## src/rtl/pc_next_reg.sv

```systemverilog
// pc_next_reg: next-PC selection and PC register for the fetch stage.
//   Selects PC+4, the branch/JAL target or the JALR target. Holds the PC while
//   stalled, and keeps one redirect that arrives during a stall so it is applied
//   on the first unstalled edge. Also keeps a saturating count of applied redirects.
// Optional feature (macro PC_MISALIGN_CHK_EN): a target applied with [1:0]!=00
//   loads TRAP_VEC instead and pulses misalign for one cycle.
// Ports:
//   clk, rst    clock (rising edge), async active-high reset
//   stall       hold the PC this cycle
//   PCSrc       00 PC+4, 01 PCTarget, 10 ALUResult (JALR), 11 same as 00
//   PCTarget    branch/JAL target
//   ALUResult   JALR target (bit 0 forced to 0)
//   PC          current PC (registered)
//   PCPlus4     PC + 4, combinational, wraps
//   redirPend   a buffered redirect is waiting for stall release
//   redirCount  applied redirects, saturating at all-ones
//   misalign    one-cycle trap pulse (tied 0 when the macro is undefined)
module pc_next_reg #(
    parameter int unsigned DATA_WIDTH = 32,
    parameter logic [DATA_WIDTH-1:0] RESET_PC = 32'h0000_0000,
    parameter logic [DATA_WIDTH-1:0] TRAP_VEC = 32'h0000_0100,
    parameter int unsigned CNT_WIDTH = 16
) (
    input  logic                  clk,
    input  logic                  rst,
    input  logic                  stall,
    input  logic [1:0]            PCSrc,
    input  logic [DATA_WIDTH-1:0] PCTarget,
    input  logic [DATA_WIDTH-1:0] ALUResult,
    output logic [DATA_WIDTH-1:0] PC,
    output logic [DATA_WIDTH-1:0] PCPlus4,
    output logic                  redirPend,
    output logic [CNT_WIDTH-1:0]  redirCount,
    output logic                  misalign
);

    logic                  redirect;
    logic [DATA_WIDTH-1:0] tgt;
    logic [DATA_WIDTH-1:0] pend_tgt;
    logic                  apply;
    logic [DATA_WIDTH-1:0] apply_tgt;
    logic [DATA_WIDTH-1:0] pc_next;
    logic                  trap;

    assign PCPlus4 = PC + DATA_WIDTH'(4);

    // Redirect decode; PCSrc=11 falls through as sequential.
    always_comb begin
        redirect  = 1'b0;
        tgt       = PCTarget;
        apply     = 1'b0;
        apply_tgt = pend_tgt;
        trap      = 1'b0;
        pc_next   = PCPlus4;

        redirect = (PCSrc == 2'b01) || (PCSrc == 2'b10);
        if (PCSrc == 2'b10) begin
            tgt = {ALUResult[DATA_WIDTH-1:1], 1'b0};
        end

        // A live redirect takes priority over one buffered during the stall.
        apply = !stall && (redirect || redirPend);
        if (redirect) begin
            apply_tgt = tgt;
        end

`ifdef PC_MISALIGN_CHK_EN
        // Alignment is judged on the target actually being applied.
        trap = apply && (apply_tgt[1:0] != 2'b00);
`endif

        if (stall) begin
            pc_next = PC;
        end else if (trap) begin
            pc_next = TRAP_VEC;
        end else if (apply) begin
            pc_next = apply_tgt;
        end
    end

    // PC, pending-redirect buffer and redirect counter.
    always_ff @(posedge clk or posedge rst) begin
        if (rst) begin
            PC         <= RESET_PC;
            redirPend  <= 1'b0;
            pend_tgt   <= '0;
            redirCount <= '0;
        end else begin
            PC <= pc_next;
            if (stall) begin
                // Newest redirect seen during the stall overwrites an older one.
                if (redirect) begin
                    redirPend <= 1'b1;
                    pend_tgt  <= tgt;
                end
            end else begin
                redirPend <= 1'b0;
            end
            if (apply && (redirCount != {CNT_WIDTH{1'b1}})) begin
                redirCount <= redirCount + CNT_WIDTH'(1);
            end
        end
    end

`ifdef PC_MISALIGN_CHK_EN
    // Trap pulse is visible for the cycle after the trapping edge.
    always_ff @(posedge clk or posedge rst) begin
        if (rst) begin
            misalign <= 1'b0;
        end else begin
            misalign <= trap;
        end
    end

    logic unused_alu_b0;
    assign unused_alu_b0 = ALUResult[0] ^ trap;
`else
    assign misalign = 1'b0;

    logic unused_cfg;
    assign unused_cfg = (^TRAP_VEC) ^ ALUResult[0] ^ trap;
`endif

endmodule

```

## config.mk

```make
export PLATFORM = sky130hd
export DESIGN_NAME = pc_next_reg
export DESIGN_NICKNAME = d
export VERILOG_FILES = /design/src/rtl/pc_next_reg.sv
export SDC_FILE = /design/constraint.sdc
export NUM_CORES = 1
export LEC_CHECK = 0
export ABC_AREA = 1
export BUFFER_PORTS_ARGS = -buffer_cell sky130_fd_sc_hd__buf_2
export CORE_ASPECT_RATIO = 0.6
export CORE_UTILIZATION = 45
export CTS_CLUSTER_DIAMETER = 30
export CTS_CLUSTER_SIZE = 40
export DETAILED_ROUTE_END_ITERATION = 8
export PLACE_DENSITY = 0.71
export SLEW_MARGIN = 20
export SYNTH_ARGS = -nofsm -noshare
export SYNTH_HDL_FRONTEND = slang
export SYNTH_SLANG_ARGS = --single-unit
```

## constraint.sdc

```tcl
create_clock -name clk -period 2.9 [get_ports clk]
set_input_delay 0.145 -clock clk [delete_from_list [all_inputs] [get_ports clk]]
set_output_delay 0.145 -clock clk [all_outputs]
set_load 0.1 [all_outputs]
```

==> run_results.csv <==
group,metric,value,unit
status,status,"complete, no violations",
detailed_routing,drc_errors,0,
grt,grt_pass1_wl,24.50,mm
detailed_routing,vias,5312,
sta,clock.fmax,381.9,MHz
logic_synthesis,synthCells,765,
clock_tree,htreeDepth,3,
grt,overflow,0,
setup_path,path_cells,"ha_1 > nand2_1 > nor2_4 > nand3_1 > o21ai_0 > and2_1 > buf_2",
setup_path,critPathSlowestCell,"dfrtp_1",
clock_tree,cts_made_buffers,9,
setup_path,startpoint_type,"flip-flop",
logic_synthesis,ys_types,33,
detailed_routing,drtAntennaViolNets,0,
floorplan,io_pins,151,
sta,clock_skew,0.006192,ns
setup_path,worst_setup_path_end_kind,"output pin",
logic_synthesis,yosys.area.top_type_share,39.11,%
sta,setup_viol,0,
setup_path,slowest_delay,0.42,ns
sta,worst_slew_pin_slew,0.7636,ns
placed_design,preCtsSetupSlack,0.6098,ns
setup_path,required,2.76,ns
floorplan,num_rows,29,
worst_hold_path,hp-class,"in2reg",
pwr,power_density,925.9,mW/mm2
logic_synthesis,synth-xor-area-share,5.142,%
floorplan,fp.coreArea,0.01089,mm2
clock_tree,clockBufferDepth,2,
pwr,max-vdd-ir-drop,652.4,uV
logic_synthesis,synth-compound-area-share,9.464,%
final_layout,fin_area,0.006486,mm2
sta,hold_viol_final,0,
logic_synthesis,synth_top_family_by_area,"simple AND/OR/NAND/NOR gates",
final_layout,final_common_cell,"nand2_1",
placed_design,numPortBuffers,148,
final_layout,nNetsFinal,973,
sta,relSlewSlack,49.04,%
logic_synthesis,yosys_warnings,0,
logic_synthesis,syn_nets,837,
setup_path,critical_path_class,"reg2out",
detailed_routing,firstDrtPassIters,5,
clock_tree,cts-root-buf,"clkbuf_16",
sta,rsz0062_at_grt,"no",
final_layout,drive_gt1_share,24.72,%
final_layout,final_cells,1045,
placed_design,place_congestion,0.9312,
sta,layout_min_cycle_time,2.618,ns
final_layout,antenna_cells,0,
setup_path,r2r_slack,1.01,ns
logic_synthesis,synth_area_leaders,"dfrtp_1 39%, nand2_1 24%, inv_1 4.3%, nand3_1 4.2%, nor2_1 4.0%",
grt,groute.usage.overall,26.82,%
run,max_cap_viol_count,0,
placed_design,dpl_cell_area,0.006172,mm2
setup_path,crit_arrival,2.47,ns
floorplan,die_h,85.13,um
logic_synthesis,synth_fa_ha_area_share,0.7243,%
final_layout,finish.utilization,59.59,%
floorplan,fp.dieArea,0.01196,mm2
clock_tree,cts_tree,"yes",
placed_design,dp_hpwl,11.63,mm
detailed_routing,drtIter0Drc,385,
floorplan,start_util,47.61,%
clock_tree,cts-resized-gates,0,
setup_path,critical_path.max_fanout,5,
logic_synthesis,ys_seq_elements,81,
detailed_routing,wl_per_cell,14.55,um
grt,grt_pass1_vias,4689,
grt,antenna_found_initial,1,
clock_tree,cts.clk_slew.worst_paths,0.06,ns
pwr,p_leak,3.448,nW
logic_synthesis,synthMuxAreaShare,0,%
sta,finalCritPeriodShare,90.29,%
clock_tree,cts_sinks,81,
logic_synthesis,synth.avg_cell_area,6.774,um2
final_layout,area_delta_synth_final,25.16,%
logic_synthesis,syn_area,0.005182,mm2
detailed_routing,viasPerCell,5.083,
sta,timing.final.ws_setup,0.2816,ns
sta,drv_slew,0,
sta,worst_hold_slack,0.1562,ns
grt,grt_max_degree,45,
final_layout,final_cell_mix,"323 x nand2_1, 148 x buf_2, 80 x dfrtp_1",
detailed_routing,wirelength,15.20,mm
logic_synthesis,yosysSeqAreaShare,39.11,%
logic_synthesis,synth_top_cell_by_area,"dfrtp_1",
logic_synthesis,synthSimpleGateAreaFrac,37.40,%
clock_tree,clock_latency,0.34,ns
placed_design,dp_cells,1028,
floorplan,die_w,140.5,um
-- cell usage after synthesis, drive strengths merged --
cell    count
nor2       70
a21oi      35
and2        8
dfrtp      81
inv        66
xor2       15
nor3        3
o22ai      10
nand3      45
xnor2      12
buf        21
a22oi       2
nand2     332
ha          3
conb        1
clkbuf     12
nand4       4
o211ai      2
o221ai      1
o21ai      42
-- worst max-delay path: cells and delay by family, from the launching register on --
kind / cells / cell delay, ns
adders and majority gates: 1 / 0.23
DFF: 1 / 0.42
AOI/OAI and AO/OA: 1 / 0.30
buffers and inverters: 1 / 0.42
and+or+nand+nor: 4 / 0.76
-- worst paths after layout --
check / end / depth (start not counted) / start
hold / removal: pend_tgt[8] / 5 / PCTarget[8]
setup / recovery: PCPlus4[20] / 7 / PC[3]
hold reg to reg: pend_tgt[12] / 2 / pend_tgt[12]
setup reg to reg: redirCount[12] / 8 / redirCount[0]
max in group asynchronous: PC[2] / 4 / rst
min in group asynchronous: pend_tgt[31] / 3 / rst
-- power breakdown --
part	switching [W]	internal, W
logic	0.00266	0.000538
clock network	0.000479	0.000694
registers	0.000279	0.00135
total	0.00342	0.00258
-- per-stage QoR --
step | setup TNS [ns] | power, W
after detailed placement | 0 | 0.004840
after floorplan | -0.2508 | 0.004292
after CTS | 0 | 0.006027
after global placement | 0 | 0.004823
final | 0 | 0.006006
after global routing | 0 | 0.006259
-- metal layers --
layer | GRT usage, % | share of wire, %
met1 | 41.85 | 51
met2 | 36.32 | 39
met3 | 7.223 | 10
met4 | 5.929 | 0.69
met5 | 0 | 0.086
-- cell type report --
class                      instances  area [um2]
timing repair buffer             158       843.3
multi-input combinational        585        2884
clock inverter                     6       65.06
inverter                          66       252.7
fill                            1058        4399
clock buffer                      10       239.0
sequential                        81        2028
tap                              139       173.9
-- state kept, by name (all words and copies together), names as in the netlist --
name,flops
PC,32
pend_tgt,32
redirCount,16
redirPend,1
-- logic make-up (layout without fill, tap and decap cells) --
| kind of cell | after synthesis | in the layout |
|---|---|---|
| AOI/OAI and AO/OA | 92 | 92 |
| buffers and inverters | 99 | 240 |
| adders and majority gates | 3 | 3 |
| xor gates and xnor gates | 27 | 27 |
| other | 1 | 1 |
| DFF | 81 | 81 |
| and+or+nand+nor | 462 | 462 |
-- what timing repair did --
action / in CTS / in global routing
hold buffers: 1 / 0
setup buffers: 0 / 0
endpoints found under the hold margin: 40 / 0
(Power assumes the default switching activity.)
